[config.mk]
export PLATFORM = sky130hd
export DESIGN_NAME = div_sequencer
export DESIGN_NICKNAME = d
export VERILOG_FILES = /design/src/rtl/div_sequencer_pkg.sv /design/src/rtl/div_step.sv /design/src/rtl/div_sequencer.sv
export SDC_FILE = /design/constraint.sdc
export NUM_CORES = 1
export LEC_CHECK = 0
export CORE_ASPECT_RATIO = 1.25
export CORE_MARGIN = 3
export CORE_UTILIZATION = 60
export DETAILED_ROUTE_END_ITERATION = 8
export GPL_ROUTABILITY_DRIVEN = 0
export PLACE_DENSITY = 0.83
export SLEW_MARGIN = 20
export SYNTH_ARGS = -nofsm -noshare
export SYNTH_HDL_FRONTEND = slang
export SYNTH_SLANG_ARGS = --single-unit
[constraint.sdc]
create_clock -name CLK -period 3.9 [get_ports CLK]
set_clock_uncertainty 0.1 [all_clocks]
set_input_delay 0.975 -clock CLK [delete_from_list [all_inputs] [get_ports CLK]]
set_output_delay 0.975 -clock CLK [all_outputs]
set_load 0.005 [all_outputs]
[src/rtl/div_sequencer_pkg.sv]
// Shared pipeline definitions for the divide sequencer: FSM state encoding and RV32M divide FUNC3 codes.
package div_sequencer_pkg;

    typedef enum logic [2:0] {
        IDLE = 3'd0,
        INIT = 3'd1,
        ITER = 3'd2,
        FIX  = 3'd3,
        FIN  = 3'd4
    } state_e;

    localparam logic [2:0] F3_DIV  = 3'b100;
    localparam logic [2:0] F3_DIVU = 3'b101;
    localparam logic [2:0] F3_REM  = 3'b110;
    localparam logic [2:0] F3_REMU = 3'b111;

endpackage

[src/rtl/div_step.sv]
// One radix-2 restoring iteration: shift {rem,quo} left, trial-subtract the divisor, keep or restore.
module div_step #(
    parameter int XLEN = 32
) (
    input  logic [XLEN-1:0] rem_i,
    input  logic [XLEN-1:0] quo_i,
    input  logic [XLEN-1:0] div_i,
    output logic [XLEN-1:0] rem_o,
    output logic [XLEN-1:0] quo_o
);

    logic [XLEN:0] shifted;
    logic [XLEN:0] trial;

    assign shifted = {rem_i, quo_i[XLEN-1]};
    // rem < div always holds, so a negative trial is fully captured by its top bit.
    assign trial   = shifted - {1'b0, div_i};
    assign rem_o   = trial[XLEN] ? shifted[XLEN-1:0] : trial[XLEN-1:0];
    assign quo_o   = {quo_i[XLEN-2:0], ~trial[XLEN]};

endmodule

[src/rtl/div_sequencer.sv]
// Multi-cycle DIV/DIVU/REM/REMU controller beside the EX-stage ALU; stalls the pipe until RESULT is ready.
module div_sequencer
    import div_sequencer_pkg::*;
#(
    parameter int XLEN  = 32,
    parameter int CNT_W = 6
) (
    input  logic            CLK,
    input  logic            RESET,
    input  logic            START,
    input  logic [2:0]      FUNC3,
    input  logic [XLEN-1:0] OP1,
    input  logic [XLEN-1:0] OP2,
    input  logic            FLUSH,
    output logic            STALL,
    output logic            BUSY,
    output logic            DONE,
    output logic [XLEN-1:0] RESULT
);

    localparam logic [XLEN-1:0] SMIN = {1'b1, {(XLEN-1){1'b0}}};

    state_e            state_q, state_d;
    logic [CNT_W-1:0]  cnt_q;
    logic [XLEN-1:0]   quo_q, rem_q, div_q, op1_q, op2_q, result_q;
    logic [2:0]        func3_q;
    logic              qneg_q, rneg_q;

    logic              accept, is_signed, want_rem, div_zero, div_ovf;
    logic [XLEN-1:0]   op1_mag, op2_mag, rem_step, quo_step, quo_fix, rem_fix;

    assign accept    = (state_q == IDLE) & START & FUNC3[2] & ~FLUSH;
    assign is_signed = (func3_q == F3_DIV) | (func3_q == F3_REM);
    assign want_rem  = (func3_q == F3_REM) | (func3_q == F3_REMU);
    assign div_zero  = (op2_q == '0);
    assign div_ovf   = is_signed & (op1_q == SMIN) & (op2_q == '1);
    // -SMIN wraps back to SMIN, which is the correct unsigned magnitude.
    assign op1_mag   = (is_signed & op1_q[XLEN-1]) ? -op1_q : op1_q;
    assign op2_mag   = (is_signed & op2_q[XLEN-1]) ? -op2_q : op2_q;
    assign quo_fix   = qneg_q ? -quo_q : quo_q;
    assign rem_fix   = rneg_q ? -rem_q : rem_q;
    assign RESULT    = result_q;

    div_step #(.XLEN(XLEN)) u_step (
        .rem_i (rem_q),
        .quo_i (quo_q),
        .div_i (div_q),
        .rem_o (rem_step),
        .quo_o (quo_step)
    );

    always_ff @(posedge CLK or negedge RESET) begin
        if (!RESET) begin
            state_q <= IDLE;
        end else begin
            state_q <= state_d;
        end
    end

    always_comb begin
        state_d = state_q;
        if (FLUSH) begin
            state_d = IDLE;
        end else begin
            case (state_q)
                IDLE:    if (accept) state_d = INIT;
                INIT:    state_d = (div_zero | div_ovf) ? FIX : ITER;
                ITER:    if (cnt_q == '0) state_d = FIX;
                FIX:     state_d = FIN;
                FIN:     state_d = IDLE;
                default: state_d = IDLE;
            endcase
        end
    end

    always_comb begin
        STALL = 1'b0;
        BUSY  = (state_q != IDLE);
        DONE  = (state_q == FIN);
        case (state_q)
            IDLE:             STALL = accept;
            INIT, ITER, FIX:  STALL = ~FLUSH;
            default:          STALL = 1'b0;
        endcase
    end

    always_ff @(posedge CLK or negedge RESET) begin
        if (!RESET) begin
            cnt_q    <= '0;
            quo_q    <= '0;
            rem_q    <= '0;
            div_q    <= '0;
            op1_q    <= '0;
            op2_q    <= '0;
            func3_q  <= '0;
            qneg_q   <= 1'b0;
            rneg_q   <= 1'b0;
            result_q <= '0;
        end else begin
            case (state_q)
                IDLE: begin
                    if (accept) begin
                        func3_q <= FUNC3;
                        op1_q   <= OP1;
                        op2_q   <= OP2;
                    end
                end
                INIT: begin
                    // Special cases preload the final answer and clear the signs so FIX passes them through.
                    if (div_zero) begin
                        quo_q  <= '1;
                        rem_q  <= op1_q;
                        qneg_q <= 1'b0;
                        rneg_q <= 1'b0;
                    end else if (div_ovf) begin
                        quo_q  <= SMIN;
                        rem_q  <= '0;
                        qneg_q <= 1'b0;
                        rneg_q <= 1'b0;
                    end else begin
                        quo_q  <= op1_mag;
                        div_q  <= op2_mag;
                        rem_q  <= '0;
                        qneg_q <= is_signed & (op1_q[XLEN-1] ^ op2_q[XLEN-1]);
                        rneg_q <= is_signed & op1_q[XLEN-1];
                        cnt_q  <= CNT_W'(XLEN - 1);
                    end
                end
                ITER: begin
                    rem_q <= rem_step;
                    quo_q <= quo_step;
                    cnt_q <= cnt_q - CNT_W'(1);
                end
                FIX: begin
                    if (!FLUSH) result_q <= want_rem ? rem_fix : quo_fix;
                end
                default: ;
            endcase
        end
    end

endmodule

## Word-level counts from Yosys, hierarchy flattened

Index checks and enable logic that the tools add are counted.
W data, S select, Z words.

| storage, ports and cells | value |
|---|---|
| register bits after elaboration | 206 |
| input port bits | 71 |
| output and inout bits | 35 |
| logic and storage cells | 81 |

| operators by class | value |
|---|---|
| $add $sub $neg | 6 |
| eq/ne operators | 13 |
| muxes and demuxes | 24 |
| bitwise logic cells | 16 |
| reduce and logical (&&, ||, !) cells | 11 |

Operator list:

| kind | count |
|---|---|
| $mux W32 | 9 |
| $neg A32 Y32 | 4 |
| $pmux W32 S2 | 2 |
| $eq A32 B32 Y1 const B | 2 |
| $sub A33 B32 Y33 | 1 |
| $logic_not A32 Y1 | 1 |
| $eq A3 B3 Y1 const B | 4 |
| $mux W6 | 2 |
| $pmux W3 S4 | 1 |
| $pmux W6 S2 | 1 |
| $mux W3 | 3 |
| $and A1 B1 Y1 | 8 |
| $eq A3 B2 Y1 const B | 2 |
| $logic_not A6 Y1 | 1 |
| $ne A3 B3 Y1 const B | 2 |
| $reduce_and A2 Y1 | 3 |
| $reduce_and A3 Y1 | 2 |
| $sub A6 B1 Y6 const B | 1 |
| $mux W1 | 5 |
| $ne A2 B2 Y1 const B | 2 |
| $not A1 Y1 | 4 |
| $eq A3 B1 Y1 const B | 1 |
| $logic_not A3 Y1 | 1 |
| $or A1 B1 Y1 | 3 |
| 5 further kinds | 5 |

## Longest topological paths before layout

| logic depth | value |
|---|---|
| word-level depth | 8 |
| mapped depth | 13 |
| depth with buffers taken out | 11 |

## Modules after synthesis

Synthesis repeated with hierarchy kept, for this count alone.

| second synthesis, totals | value |
|---|---|
| cells, all modules | 1,531 |
| area, all modules | 13,994.7 um^2 |

Modules (own cells, without submodules):

| module | instances | cells an instance | area each (um^2) | seq. area each (um^2) |
|---|---|---|---|---|
| div_sequencer | 1 | 1,195 | 11,403.4 | 5,154.9 |
| div_step | 1 | 336 | 2,591.2 | 0.0 |

## Worst setup path after synthesis

Ideal clock, no wire load.

| path | value |
|---|---|
| kind | register to register |
| from | register rem_q[4] |
| to | register rem_q[13] |
| library setup time | 0.126 ns |
| arrival time | 2.746 ns |
| required time | 3.674 ns |
| setup slack | 0.928 ns |
| stages on the path, launching flop included | 11 |
| path buffers | 1 |
| cells stage by stage | dfrtp_1 -> ha_1 -> a21o_1 -> or3_1 -> o211ai_1 -> a21oi_1 -> a2111oi_2 -> xnor2_1 -> buf_6 -> nor2_2 -> a221o_1 |

| between the ends | value |
|---|---|
| longest elaborated chain between the ends | 3 |

RTL lines:

| what | RTL line | text |
|---|---|---|
| start, declared | div_sequencer.sv:25 | `logic [XLEN-1:0] quo_q, rem_q, div_q, op1_q, op2_q, result_q;` |
| start signal, assigned | div_sequencer.sv:112 | `rem_q <= op1_q;` |
| start signal, assigned | div_sequencer.sv:130 | `rem_q <= rem_step;` |
| $sub A33 B32 Y33 | div_step.sv:17 | `assign trial = shifted - {1'b0, div_i};` |
| $mux W32 | div_step.sv:18 | `assign rem_o = trial[XLEN] ? shifted[XLEN-1:0] : trial[XLEN-1:0];` |
| $pmux W32 S2 | div_sequencer.sv:100 | `case (state_q)` |

Every way passes these cells.
A chain may end at the register's enable or synchronous reset.

## Worst setup path in the final report

| path | value |
|---|---|
| from | input port FLUSH |
| to | output port STALL |

| between the ends | value |
|---|---|
| longest elaborated chain between the ends | 3 |

RTL lines:

| what | RTL line | text |
|---|---|---|
| start, declared | div_sequencer.sv:14 | `input logic FLUSH,` |
| $not A1 Y1 * | div_sequencer.sv:32, div_sequencer.sv:82 |  |
| $and A1 B1 Y1 | div_sequencer.sv:32 | `assign accept = (state_q == IDLE) & START & FUNC3[2] & ~FLUSH;` |
| $pmux W1 S2 * | div_sequencer.sv:80 | `case (state_q)` |
| end, declared | div_sequencer.sv:15 | `output logic STALL,` |

Mark *: on every way between the ends. The rest lies on a longest branch, timed or not.

==> reports/results.tsv <==
metric	value	unit
IO Count	106	
core footprint	21700	um^2
initial antenna violation count	0	
# DRC	0	
Num CTS Buffers	22	
ANT nets after route	0	
Slew @ Worst Pin	946	ps
pwr/cell area	856	nW/um^2
die area	24100	um^2
ant diodes	0	
Total Wirelength	37.5	mm
Main synth FF type	dfrtp_1	
Cell Area, Placed	14600	um^2
Worst-path clk slew	60	ps
Yosys warnings	0	
via/cell ratio	6.46	
top cells by count, synth	dfrtp_1 (206), nand2_1 (149), nor2_1 (104), a21oi_1 (88), o21ai_0 (86)	
CTS Sinks	206	
placed insts	1791	
RSZ-0062 raised after global routing	false	
Syn Nets	1577	
leak pwr	6.34	nW
R2R Setup Slk	480	ps
Initial Util	61.5	%
DRT iter0 DRCs	1094	
row cnt	60	
r2r endpoint	rem_q[30]	
count of different cell masters after synthesis	81	
Reg2Reg Depth	12	
max-cap violations	0	
CP endpoint kind	output port	
PortBufs	105	
Hold Path Sink	RESULT[3]	
via count	11800	
Final min period	3520	ps
Non-Filler Instances	1830	
CP max FO	3	
worst hold path stage count	2	
number of buffers inserted by hold repair at cts	0	
Initial DRT Pass Iterations	6	
P&R area growth vs syn	15.1	%
Worst-Skew Late Latency	510	ps
flops & latches, synth	206	
Worst Hold Class	reg -> reg	
Setup TNS	0	ps
startpoint types	input port	
final net count	1647	
WHS	376	ps
Final Cell Area	15400	um^2
GR Util All Layers	30.7	%
Hold Fails Final Rpt	0	
Rel. slew slack	36.9	%
max-slew violations	0	
Post CTS Setup Buffer Count	0	
GRT overflow	0	
clk root buf	clkbuf_16	
outcome	completed	
Max rail drop VDD	0.518	mV
largest net degree at the start of global routing	86	
cells taking the most area after synthesis	dfrtp_1 (39%), mux2_2 (5.6%), xor2_1 (5.2%), xnor2_1 (4.7%), nand2_1 (4.2%)	
most frequent cell after synthesis	dfrtp_1	
Avg Inst Size Synth	9.10	um^2
fin crit share	90.2	%
Critical Path AT	2440	ps
CP Data Required Time	2820	ps
min-delay src	RESULT[3]	
largest area contributor in the netlist	dfrtp_1	
Post-Route Utilization	70.8	%
total power	13.1	mW
share of flip-flops with an asynchronous set or reset	100	%
DP Worst Slack	428	ps
CTS tree	done	
Seq/Total Area, Yosys	38.6	%
first-pass GRT wire length	61.0	mm
synthesized cell area	13300	um^2
Cells after Synth	1466	
reg-to-reg startpoint	quo_q[31]	
layout cells sized above 1	10.7	%
die extent in x	139	um
# setup viols final	0	
post_cts resized	0	
Die Ht	173	um
number of global-route vias before repair	11700	
routed len/inst	20.5	um
DP HPWL	27.8	mm
H-tree Lvls	1	
Max clock buf depth	3	
highest clock rate	284	MHz
crit path kind	in -> out	
top-area cell type share of the netlist area	38.6	%
Post-synth EDFFs	0	
slack of the critical path	380	ps
## power breakdown
group	internal [mW]	switching, mW	leakage [nW]	total (mW)
logic	2.99	3.75	3.46	6.74
clock network	1.30	0.855	0.364	2.16
registers	2.98	1.27	2.52	4.25
## how the worst max path moves through the flow
stage                            to  depth (start not counted)  startpoint  slack (ps)
after floorplan           rem_q[13]                         10    rem_q[4]         930
after global placement        STALL                          4       FLUSH         450
after detailed placement      STALL                          4       FLUSH         430
after CTS                     STALL                          4       FLUSH         380
after global routing          STALL                          4       FLUSH         300
final                         STALL                          4       FLUSH         380
## routing by layer
layer | part of all wire (%) | global-route usage [%]
met1 | 38 | 37.5
met2 | 47 | 50.6
met3 | 7.7 | 5.06
met4 | 7.6 | 19.3
met5 | 0 | 0
## critical path: stages
cell	delay, ps
clkdlybuf4s50_1	420
nor2_1	240
a21boi_0	270
clkdlybuf4s50_1	550
## final cells by class
cell class | instances | area (um^2)
Fill cell | 1602 | 6340
Clock buffer | 32 | 659
Timing Repair Buffer | 129 | 1280
Tap cell | 279 | 349
Sequential cell | 206 | 5150
Multi-Input combinational cell | 1121 | 7610
Clock inverter | 7 | 90.1
Inverter | 56 | 210
## state kept, by name, summed over array words and instances (netlist names)
register and count:
quo_q 32, rem_q 32, state_q 3, div_q 32
RESULT 32, op2_q 32, qneg_q 1, func3_q 3
cnt_q 6, rneg_q 1, op1_q 32
## kinds of logic (layout without fill, tap and decap cells)
family                     Yosys count  count (layout)  share of synthesized area (%)
buffers and inverters              139             224                           4.50
muxes                               87              87                           7.22
AOI/OAI and AO/OA                  415             415                           20.3
DFF                                206             206                           38.6
and+or+nand+nor                    429             429                           15.7
adders and majority gates           40              40                           3.81
xor gates and xnor gates           150             150                           9.85
## cells in the final DEF (no fill, tap or decap), drive strengths merged, types with 13 or more instances in the layout
cell and count:
dfrtp 206, nand2 150, o21ai 135, nor2 107, clkdlybuf4s50 104, a21oi 92
xor2 79, xnor2 71, mux2 68, inv 55, ha 39, clkbuf 33
nand3 31, o31ai 31, nor3 26, buf 24, nand4 21, mux2i 19
o41ai 18, a22oi 16, nand2b 15, o22ai 15, o211ai 15, nor4 15
or3 13, a21o 13, a211oi 13
Note: power is estimated with default switching activity, not from simulation.
